### config.mk
export PLATFORM = sky130hd
export DESIGN_NAME = cache_flush_ctrl
export DESIGN_NICKNAME = d
export VERILOG_FILES = /design/src/rtl/cache_flush_ctrl.sv
export SDC_FILE = /design/constraint.sdc
export NUM_CORES = 1
export LEC_CHECK = 0
export ABC_AREA = 1
export BUFFER_PORTS_ARGS = -buffer_cell sky130_fd_sc_hd__buf_2
export CORE_UTILIZATION = 30
export DETAILED_ROUTE_END_ITERATION = 10
export GPL_TIMING_DRIVEN = 0
export HOLD_SLACK_MARGIN = 0.03
export MAX_ROUTING_LAYER = met4
export SLEW_MARGIN = 20
export SYNTH_ARGS = -nofsm -noshare
export SYNTH_HDL_FRONTEND = slang
export SYNTH_SLANG_ARGS = --single-unit
### constraint.sdc
create_clock -name clk -period 4.35 [get_ports clk]
set_clock_uncertainty 0.1 [all_clocks]
set_input_delay 0 -clock clk [delete_from_list [all_inputs] [get_ports clk]]
set_output_delay 0 -clock clk [all_outputs]
set_load 0.01 [all_outputs]
### src/rtl/cache_flush_ctrl.sv
// Cache maintenance sequencer: on a flush request, walks every status-array set in
// index order, writes back valid+dirty sets through the memory interface, and clears every set.
module cache_flush_ctrl #(
  parameter int s_index = 3,
  parameter int width   = 2
) (
  input  logic               clk,
  input  logic               rst,
  input  logic               flush_req,
  output logic               busy,
  output logic               flush_done,
  output logic [s_index:0]   wb_count,
  output logic [s_index-1:0] arr_rindex,
  input  logic [width-1:0]   arr_dataout,
  output logic               arr_load,
  output logic [s_index-1:0] arr_windex,
  output logic [width-1:0]   arr_datain,
  output logic               wb_req,
  output logic [s_index-1:0] wb_index,
  input  logic               wb_ack
);

  typedef enum logic [1:0] {
    IDLE,
    SCAN,
    WB,
    DONE
  } state_e;

  localparam logic [s_index-1:0] LastIdx = {s_index{1'b1}};

  state_e             state_q, state_d;
  logic [s_index-1:0] idx_q, idx_d;
  logic [s_index:0]   wb_count_q, wb_count_d;

  logic needWb;
  logic lastSet;

  // Only sets that are both valid and dirty hold data memory does not have.
  assign needWb  = arr_dataout[1] & arr_dataout[0];
  assign lastSet = (idx_q == LastIdx);

  always_ff @(posedge clk) begin
    if (rst) begin
      state_q    <= IDLE;
      idx_q      <= '0;
      wb_count_q <= '0;
    end else begin
      state_q    <= state_d;
      idx_q      <= idx_d;
      wb_count_q <= wb_count_d;
    end
  end

  always_comb begin
    state_d    = state_q;
    idx_d      = idx_q;
    wb_count_d = wb_count_q;
    unique case (state_q)
      IDLE: begin
        if (flush_req) begin
          idx_d      = '0;
          wb_count_d = '0;
          state_d    = SCAN;
        end
      end
      SCAN: begin
        if (needWb) begin
          state_d = WB;
        end else if (lastSet) begin
          state_d = DONE;
        end else begin
          idx_d = idx_q + 1'b1;
        end
      end
      WB: begin
        if (wb_ack) begin
          wb_count_d = wb_count_q + 1'b1;
          if (lastSet) begin
            state_d = DONE;
          end else begin
            idx_d   = idx_q + 1'b1;
            state_d = SCAN;
          end
        end
      end
      DONE: begin
        state_d = IDLE;
      end
      default: begin
        state_d = IDLE;
      end
    endcase
  end

  // A set is cleared in the cycle it is resolved: immediately if clean, on the ack if written back.
  always_comb begin
    busy       = 1'b0;
    flush_done = 1'b0;
    wb_req     = 1'b0;
    arr_load   = 1'b0;
    unique case (state_q)
      IDLE: begin
        busy = 1'b0;
      end
      SCAN: begin
        busy     = 1'b1;
        arr_load = ~needWb;
      end
      WB: begin
        busy     = 1'b1;
        wb_req   = 1'b1;
        arr_load = wb_ack;
      end
      DONE: begin
        busy       = 1'b1;
        flush_done = 1'b1;
      end
      default: begin
        busy = 1'b0;
      end
    endcase
  end

  assign arr_rindex = idx_q;
  assign arr_windex = idx_q;
  assign wb_index   = idx_q;
  assign arr_datain = '0;
  assign wb_count   = wb_count_q;

endmodule

==> summary.md, run 1 <==
| Metric | Value |
|---|---|
| Status | `finished clean` |
| Worst setup SP type | `flip-flop` |
| Largest net degree at the start of global routing | `8` |
| Final Setup Violations | `0` |
| Antenna diode count | `0` |
| Fin nets | `156` |
| Final Critical Period | `1.618 ns` |
| Hold crit path type | `input pin to flip-flop` |
| Post-layout util | `40.50%` |
| Most common cell after layout, fill and taps aside | `nand2_1` |
| Final Max Slew Viols | `0` |
| TritonCTS clock tree | `yes` |
| Num ports | `25` |
| Slowest library cell on the worst path | `dfxtp_1` |
| Deepest clock path buffer count | `2` |
| Sequential fraction of design power | `24.4%` |
| Register Area | `180.2 sq um` |
| Clock transition at path regs | `0.07 ns` |
| First-pass GRT wire length | `2.366 mm` |
| Initial Util | `32.21%` |
| H-tree depth | `1` |
| RSZ-0062 raised after global routing | `false` |
| Top cell by count, worst path | `inv_1` |
| Combinational share of power | `62.8%` |
| Post_cts resized | `0` |
| Clock share of power | `12.8%` |
| Overall Global Routing Usage | `12.63%` |
| Worst path arrival time | `1.52 ns` |
| Initial antenna violation count | `0` |
| Crit path max fanout | `6` |
| Vias in the first global route | `592` |
| Num CTS Buffers | `3` |
| Register area share after synthesis | `25.04%` |
| Hpwl dp | `1.154 mm` |
| # clock sinks | `9` |
| IO buf count | `22` |
| P_sw | `0.0002519 W` |
| Hold_buf cts | `1` |
| Static Leak | `0.5212 nW` |
| Core area | `2233 sq um` |
| Max-cap violations | `0` |
| Synth Instances | `112` |
| Vias | `723` |
| Delay-heaviest family, CP | `flip-flops` |
| Most frequent cells in the layout | `nand2_1, buf_2, nor2_1` |
| DIE AREA | `2598 sq um` |
| Req. time, crit path | `4.25 ns` |
| Root buffer cell | `clkbuf_4` |
| R2R depth | `6` |
| Via/cell ratio | `4.304` |
| Hold depth | `4` |
| Switching Share | `47.58%` |
| Multi-input gate area | `426.7 sq um` |
| Hold endpoint | `wb_count[2]` |
| Setup TNS | `0 ns` |
| Ordered list of cells on the worst path | `inv_1 -> ha_1 -> inv_1 -> a21oi_1 -> buf_2` |
| Endpoints failing hold | `0` |
| # DRC | `0` |
| Grt ovf | `0` |
| Maximum clock rate | `618.2 MHz` |
| WP buf/inv | `3` |
| Drt first pass iters | `2` |
| Layout cells sized above 1 | `29.29%` |
| Worst hold start | `flush_req` |
| Tcrit/Tclk final | `37.19%` |
| Die W | `50.97 microns` |
| Crit-path max cell delay | `0.43 ns` |
| Post-CTS Setup Repair Bufs | `0` |
| Fillers | `251` |
| Routed Antenna Nets | `0` |
| Routability cong. | `0.7700` |
| Reg-to-Reg End | `arr_rindex[0]` |
| Setup CP Type | `flip-flop to primary output` |
| Internal power | `0.0002775 W` |
| Yosys warns | `0` |
| Clock latency on the worst-skew pair | `0.27 ns` |
| Final wirelength | `1.372 mm` |
| Setup crit end kind | `primary output` |
| Die height | `50.97 microns` |
| Post-synthesis register bit count | `9` |
| PwrDens | `585.2 nW/um^2` |
| WL/cell | `8.167 microns` |
| Register-to-Register Setup Slack | `2.74 ns` |
| Max rail drop VDD | `0.2206 mV` |
| Layout area overhead | `25.74%` |
| Rows | `17` |
| Drt initial violations | `7` |
| Worst r2r src | `state_q[0]` |
| Cell variety after synth | `17` |
| Cell area after synthesis | `719.4 sq um` |
| Syn Area/Cell | `6.424 sq um` |
-- synthesized netlist by cell type --
cell type,n,area [sq um]
inv_1,13,48.80
dfxtp_1,9,180.2
o21ai_1,1,5.000
buf_4,8,60.06
nor2_2,2,12.51
inv_2,2,7.510
nor2_1,17,63.81
nand4_1,2,12.51
ha_1,9,112.6
o21ai_0,1,5.000
nand3b_1,1,7.510
or2_1,1,6.260
a21oi_1,4,20.02
nand3_1,8,40.04
conb_1,1,3.750
nand2_1,29,108.9
nand2_2,4,25.02
-- flip-flops by register name, indices dropped and copies added, names as in the netlist --
signal      cells
arr_rindex      3
state_q         2
wb_count        4
-- cell type report --
cell class	count	share of cell area, %
Multi-Input combinational cell	81	47.16
Sequential cell	9	19.92
Timing Repair Buffer	23	13.28
Buffer	8	6.639
Inverter	15	6.224
Tap cell	28	3.873
Clock buffer	4	2.905
-- cell families after synthesis --
kind of cell               synth area share (%)
adders and majority gates                 15.65
DFF                                       25.04
AOI/OAI and AO/OA                         4.173
other                                    0.5212
and+or+nand+nor                           38.43
buffers and inverters                     16.18
-- per-layer routing --
layer	vias up	global-route usage, %	wire length, microns
li1	394	-	-
met1	308	14.46	660
met2	16	18.64	599
met3	5	4.167	75
met4	0	8.333	36
met5	-	-	0
-- worst register-to-register path: stages, from the launching register on --
cell and delay [ns]:
dfxtp_1 0.40, inv_1 0.13, ha_1 0.37, o21ai_1 0.25, nor2_2 0.09, nor2_1 0.12, nor2_2 0.05
-- power by group through the flow --
stage               combinational [W]   clock, W  sequential (W)
floorplan                    0.000252          0        0.000133
global placement             0.000333          0        0.000130
CTS                          0.000338  0.0000693        0.000130
global route                 0.000386  0.0000744        0.000134
detailed placement           0.000336          0        0.000132
finish                       0.000333  0.0000676        0.000129
-- through the flow --
stage	instances	total power, W	instance area (sq um)	hold slack (ns)	setup slack [ns]
6_report	168	0.0005294	904.6	0.07782	2.732
5_1_grt	168	0.0005947	904.6	0.1319	2.542
4_1_cts	168	0.0005375	904.6	0.08604	2.727
3_5_place_dp	163	0.0004677	868.3	0.09621	2.746
3_3_place_gp	163	0.0004633	868.3	0.09150	2.740
2_1_floorplan	113	0.0003857	723.2	-0.03093	2.873
-- worst max path at each step --
stage / startpoint / endpoint / slack [ns] / depth (start not counted)
2_1_floorplan: state_q[0] / arr_rindex[0] / 2.87 / 6
3_3_place_gp: state_q[1] / arr_rindex[0] / 2.74 / 6
3_5_place_dp: state_q[0] / arr_rindex[0] / 2.75 / 6
4_1_cts: state_q[1] / arr_load / 2.73 / 5
5_1_grt: state_q[0] / arr_rindex[2] / 2.54 / 8
6_report: state_q[1] / arr_load / 2.73 / 5
Power figures use the tool's default switching activity.
==> inputs of run 2 (changes only) <==
==> constraint.sdc (replaced) <==
create_clock -name clk -period 1.5 [get_ports clk]
set_clock_uncertainty 0.1 [all_clocks]
set_input_delay 0 -clock clk [delete_from_list [all_inputs] [get_ports clk]]
set_output_delay 0 -clock clk [all_outputs]
set_load 0.01 [all_outputs]
==> run 2 against run 1 <==
Net effect:
- register-to-register slack got worse by 2.6 ns
- first-iteration DRC count shrank 71%
- sequential power rose to 3.1 times the previous value
- wire length up 1.2%
- critical path depth did not move
- via count up 0.14%
- total power grew to 3.1 times the previous value
- setup slack worse by 2.6 ns
- global-route usage up 0.25 points
- sequential cell count did not move
==> summary.md, run 2 (synthesized netlist as in run 1, its figures left out) <==
| Metric | Value |
|---|---|
| Routability cong. | `0.7700 (unchanged)` |
| Slowest library cell on the worst path | `dfxtp_4` |
| Delay-heaviest family, CP | `flip-flops` |
| # DRC | `0 (unchanged)` |
| RSZ-0062 raised after global routing | `true` |
| Max reg flops | `4 (unchanged)` |
| Crit-path max cell delay | `0.38 ns (-0.05 ns)` |
| Via/cell ratio | `4.310 (+0.14%)` |
| Worst r2r src | `arr_rindex[0]` |
| Fin nets | `156 (unchanged)` |
| Tcrit/Tclk final | `94.02%` |
| Ordered list of cells on the worst path | `inv_2 -> ha_4 -> inv_1 -> a21oi_1 -> buf_2` |
| Largest net degree at the start of global routing | `8 (unchanged)` |
| Max-cap violations | `0 (unchanged)` |
| Crit path max fanout | `6 (unchanged)` |
| Rows | `17 (unchanged)` |
| Hpwl dp | `1.154 mm (unchanged)` |
| Clock transition at path regs | `0.06 ns (about the same)` |
| Grt ovf | `0 (unchanged)` |
| Core area | `2233 sq um (unchanged)` |
| Worst hold start | `flush_req` |
| TritonCTS clock tree | `yes` |
| Vias in the first global route | `606 (+2.4%)` |
| # clock sinks | `9 (unchanged)` |
| Layout cells sized above 1 | `36.43% (+7.1 points)` |
| Routed Antenna Nets | `0 (unchanged)` |
| Final Setup Violations | `0 (unchanged)` |
| Reg-to-Reg End | `state_q[1]` |
| Maximum clock rate | `709.1 MHz` |
| WP buf/inv | `3 (unchanged)` |
| Register-to-Register Setup Slack | `0.10 ns (-2.64 ns)` |
| Hold depth | `4 (unchanged)` |
| WL/cell | `8.268 microns (+1.2%)` |
| WP depth | `5 (unchanged)` |
| Static Leak | `0.5234 nW (+0.42%)` |
| Hold endpoint | `wb_count[2]` |
| Most frequent cells in the layout | `nand2_1, buf_2, nor2_1` |
| Worst path arrival time | `1.31 ns (-0.21 ns)` |
| Initial antenna violation count | `0 (unchanged)` |
| Total power | `0.001633 W (+210%)` |
| Hold crit path type | `input pin to flip-flop` |
| H-tree depth | `1 (unchanged)` |
| Final wirelength | `1.389 mm (+1.2%)` |
| Antenna diode count | `0 (unchanged)` |
| Fillers | `246 (-2.0%)` |
| Root buffer cell | `clkbuf_4` |
| Status | `finished clean` |
| Max rail drop VDD | `0.7778 mV (+250%)` |
| Vias | `724 (+0.14%)` |
| Worst setup SP type | `flip-flop` |
| Num ports | `25 (unchanged)` |
| Layout area overhead | `30.96%` |
| Setup CP Type | `flip-flop to primary output` |
| Post-layout util | `42.18% (+1.7 points)` |
| First-pass GRT wire length | `2.421 mm (+2.3%)` |
| R2R depth | `7 (+1)` |
| Overall Global Routing Usage | `12.87% (+0.25 points)` |
| Deepest clock path buffer count | `2 (unchanged)` |
| Initial Util | `32.21% (unchanged)` |
| Final Max Slew Viols | `0 (unchanged)` |
| Post-CTS Setup Repair Bufs | `0 (unchanged)` |
| Final Critical Period | `1.410 ns` |
| Drt first pass iters | `4 (+2)` |
| Drt initial violations | `2 (-5)` |
| Clock latency on the worst-skew pair | `0.26 ns (about the same)` |
| PwrDens | `1733 nW/um^2 (+200%)` |
| Die W | `50.97 microns (unchanged)` |
| DIE AREA | `2598 sq um (unchanged)` |
| Num CTS Buffers | `3 (unchanged)` |
| Die height | `50.97 microns (unchanged)` |
| IO buf count | `22 (unchanged)` |
| Endpoints failing hold | `0 (unchanged)` |
| Most common cell after layout, fill and taps aside | `nand2_1` |
| Setup crit end kind | `primary output` |
| Req. time, crit path | `1.40 ns (-2.85 ns)` |
run 2: how the worst max path moves through the flow:
stage | slack (ns) | startpoint | endpoint
finish | 0.09 | state_q[1] | arr_load
global route | -0.01 | state_q[0] | arr_load
CTS | 0.01 | state_q[1] | arr_load
detailed placement | -0.10 | state_q[0] | arr_rindex[0]
global placement | -0.11 | state_q[1] | arr_rindex[0]
floorplan | 0.02 | state_q[0] | arr_rindex[0]
run 2: where the power goes:
| group | internal [W] | leakage [nW] | total [W] | switching (W) |
|---|---|---|---|---|
| logic | 0.000455 | 0.433 | 0.00105 | 0.000592 |
| registers | 0.000317 | 0.0754 | 0.000394 | 0.0000772 |
| clock network | 0.000103 | 0.0150 | 0.000193 | 0.0000900 |
run 2: through the flow:
| step | TNS (ns) | cells | cell area, sq um | hold slack, ns | setup WS, ns |
|---|---|---|---|---|---|
| final | 0 | 168 | 942.2 | 0.03819 | 0.08967 |
| after global routing | -0.02919 | 168 | 942.2 | 0.08070 | -0.01414 |
| after CTS | 0 | 168 | 923.4 | 0.08604 | 0.01359 |
| after detailed placement | -0.3198 | 163 | 868.3 | 0.09621 | -0.1041 |
| after global placement | -0.2619 | 163 | 868.3 | 0.09150 | -0.1104 |
| after floorplan | 0 | 113 | 723.2 | -0.03093 | 0.02270 |
run 2: per-layer routing:
layer	share of wire, %	vias up	track usage (%)
met3	5.0	4	4.167
met5	0	-	-
met2	46	15	19.30
li1	-	391	-
met1	47	314	14.62
met4	1.7	0	8.333
run 2: timing repair:
item,in CTS,in global routing
endpoints found under the setup margin,10,10
hold buffers,1,0
endpoints found under the hold margin,7,0
pin swaps,0,1
resized for setup,5,9
run 2: tightest hold or removal path, cell delays in order:
cell     delay [ns]
buf_2          0.10
inv_1          0.08
o21ai_1        0.10
nor2_1         0.09
run 2: final cells by class:
| type | count | area, sq um | area share (%) |
|---|---|---|---|
| clock buffer | 4 | 26.28 | 2.789 |
| timing repair buffer | 23 | 120.1 | 12.75 |
| multi-input combinational | 81 | 455.4 | 48.34 |
| buffer | 8 | 60.06 | 6.374 |
| inverter | 15 | 56.30 | 5.976 |
| sequential | 9 | 188.9 | 20.05 |
| tap | 28 | 35.03 | 3.718 |
==> inputs of run 3 (changes only) <==
--- a/config.mk
+++ b/config.mk
@@ -8,6 +8,7 @@
 export ABC_AREA = 1
 export BUFFER_PORTS_ARGS = -buffer_cell sky130_fd_sc_hd__buf_2
 export CORE_UTILIZATION = 30
+export CTS_BUF_LIST = sky130_fd_sc_hd__clkbuf_8 sky130_fd_sc_hd__clkbuf_16
 export DETAILED_ROUTE_END_ITERATION = 10
 export GPL_TIMING_DRIVEN = 0
 export HOLD_SLACK_MARGIN = 0.03
==> run 3 against run 2 <==
Net effect:
- sequential cell count unchanged
- setup slack barely moved
- non-clock buffer count is the same
- worst hold slack better by 0.032 ns
- maximum frequency about the same
- critical path depth is the same
- register-to-register slack barely moved
- wire length is 1.9% higher
- cell area grew 1.7%
- count of clock-buffer cells in the layout down 1
- sequential share of layout area down 0.86 points
- final cell count unchanged
- critical path type unchanged
- critical endpoint unchanged
==> summary.md, run 3 (synthesized netlist as in run 1, its figures left out) <==
| Metric | Value |
|---|---|
| Status | `finished clean` |
| Clock transition at path regs | `0.05 ns (about the same)` |
| Endpoints failing hold | `0 (unchanged)` |
| Clock share of power | `16.1% (+4.3 points)` |
| Largest net degree at the start of global routing | `8 (unchanged)` |
| Static Leak | `0.5366 nW (+2.5%)` |
| PwrDens | `1800 nW/um^2 (+3.9%)` |
| Max rail drop VDD | `0.7913 mV (+1.7%)` |
| Layout cells sized above 1 | `36.43% (unchanged)` |
| Max reg flops | `4 (unchanged)` |
| Switching Share | `45.16% (-1.3 points)` |
| Worst r2r src | `arr_rindex[0]` |
| Ordered list of cells on the worst path | `inv_2 -> ha_4 -> inv_1 -> a21oi_1 -> buf_2` |
| Root buffer cell | `clkbuf_8` |
| Num ports | `25 (unchanged)` |
| Overall Global Routing Usage | `12.81% (-0.064 points)` |
| Crit path to | `arr_load` |
| Inst Count DP | `163 (unchanged)` |
| Final cell count without fillers | `168 (unchanged)` |
| Crit-path max cell delay | `0.39 ns (about the same)` |
| Antenna diode count | `0 (unchanged)` |
| Final Setup Violations | `0 (unchanged)` |
| Tcrit/Tclk final | `94.03% (about the same)` |
| Num CTS Buffers | `3 (unchanged)` |
| H-tree depth | `1 (unchanged)` |
| Delay-heaviest family, CP | `flip-flops` |
| Worst setup SP type | `flip-flop` |
| Final Max Slew Viols | `0 (unchanged)` |
| DIE AREA | `2598 sq um (unchanged)` |
| Req. time, crit path | `1.40 ns (about the same)` |
| Layout area overhead | `33.22%` |
| Final wirelength | `1.416 mm (+1.9%)` |
| Drt first pass iters | `2 (-2)` |
| WP depth | `5 (unchanged)` |
| Routed Antenna Nets | `0 (unchanged)` |
| Maximum clock rate | `709.0 MHz (about the same)` |
| Deepest clock path buffer count | `2 (unchanged)` |
| Initial antenna violation count | `0 (unchanged)` |
| Final Critical Period | `1.410 ns (+0.0001091 ns)` |
| Vias in the first global route | `610 (+0.66%)` |
| Setup WS pre-CTS | `-0.1041 ns (unchanged)` |
| Most frequent cells in the layout | `nand2_1, buf_2, nor2_1` |
| Critical Path Start | `state_q[1]` |
| P_sw | `0.0007792 W (+2.7%)` |
| Routability cong. | `0.7700 (unchanged)` |
| Initial Util | `32.21% (unchanged)` |
| Post-CTS Setup Repair Bufs | `0 (unchanged)` |
| Clock latency on the worst-skew pair | `0.23 ns (-0.03 ns)` |
| Die W | `50.97 microns (unchanged)` |
| Most common cell after layout, fill and taps aside | `nand2_1` |
| Setup slack after layout | `0.08956 ns (-0.0001091 ns)` |
| Register-to-Register Setup Slack | `0.10 ns (about the same)` |
| Core area | `2233 sq um (unchanged)` |
| Setup CP Type | `flip-flop to primary output` |
| Internal power | `0.0009464 W (+8.2%)` |
| Max-cap violations | `0 (unchanged)` |
| Hpwl dp | `1.154 mm (unchanged)` |
| Combinational share of power | `61.1% (-3.0 points)` |
| R2R depth | `7 (unchanged)` |
| Slowest library cell on the worst path | `dfxtp_2` |
| RSZ-0062 raised after global routing | `false` |
| Drt initial violations | `4 (+2)` |
| Sequential fraction of design power | `22.7% (-1.4 points)` |
| Via/cell ratio | `4.327 (+0.41%)` |
| Vias | `727 (+0.41%)` |
| WL/cell | `8.429 microns (+1.9%)` |
| Crit path max fanout | `6 (unchanged)` |
| Die height | `50.97 microns (unchanged)` |
| # clock sinks | `9 (unchanged)` |
| Setup crit end kind | `primary output` |
| First-pass GRT wire length | `2.428 mm (+0.29%)` |
| Fin nets | `156 (unchanged)` |
| Rows | `17 (unchanged)` |
| Worst path arrival time | `1.31 ns (about the same)` |
| TritonCTS clock tree | `yes` |
| # DRC | `0 (unchanged)` |
| WP buf/inv | `3 (unchanged)` |
| IO buf count | `22 (unchanged)` |
| Grt ovf | `0 (unchanged)` |
| Reg-to-Reg End | `state_q[1]` |
| Hold crit path type | `input pin to flip-flop` |
-- run 3: what timing repair did --
item	4_1_cts	5_1_grt
gates resized for setup	5	8
endpoints found under the hold margin	3	0
hold buffers	1	0
pin swaps	0	1
gates cloned	0	0
endpoints found under the setup margin	10	10
-- run 3: worst min path at each step --
stage / start / endpoint / slack [ns] / depth (start not counted)
after global routing: flush_req / wb_count[2] / 0.13 / 4
after detailed placement: rst / wb_count[1] / 0.1 / 2
after floorplan: rst / wb_count[0] / -0.03 / 1
after CTS: flush_req / wb_count[2] / 0.12 / 4
after global placement: rst / wb_count[1] / 0.09 / 2
final: flush_req / wb_count[3] / 0.07 / 4
-- run 3: stage by stage --
step                TNS (ns)  utilization, %  hold WS, ns  power (W)  area (sq um)
floorplan                  0               -     -0.03093   0.001119         723.2
global route               0           42.91       0.1313   0.001909         958.4
global placement     -0.2619           38.88      0.09150   0.001344         868.3
CTS                        0           42.24       0.1237   0.001713         943.4
detailed placement   -0.3198           38.88      0.09621   0.001356         868.3
finish                     0           42.91      0.06996   0.001726         958.4
-- run 3: power by group through the flow --
stage	Clock [W]	Combinational, W	Sequential, W
floorplan	0	0.000732	0.000387
global placement	0	0.000965	0.000378
detailed placement	0	0.000974	0.000382
CTS	0.000285	0.00105	0.000382
global route	0.000296	0.00121	0.000406
finish	0.000278	0.00105	0.000392
-- run 3: cell type report --
| type | instances | area (sq um) |
|---|---|---|
| repair buffers | 23 | 120.1 |
| fillers | 240 | 1275 |
| flip-flops and latches | 9 | 183.9 |
| clock inverters | 1 | 3.754 |
| multi-input cells | 81 | 455.4 |
| well taps | 28 | 35.03 |
| inverters | 15 | 58.81 |
| plain buffers | 8 | 60.06 |
| clock buffers | 3 | 41.29 |
-- run 3: worst reg2reg max path, stage by stage, from the launching register on --
cell and delay (ns):
dfxtp_2 0.34, ha_1 0.20, ha_1 0.22, nand3b_1 0.20, nand2_2 0.10, nand2_1 0.05
nand2_1 0.05, nor2_1 0.04
-- run 3: layer usage --
layer	track usage (%)	vias up	wire, microns
li1	-	391	-
met1	14.80	315	675
met4	8.333	0	34
met2	19.52	16	631
met3	3.274	5	75
met5	-	-	0
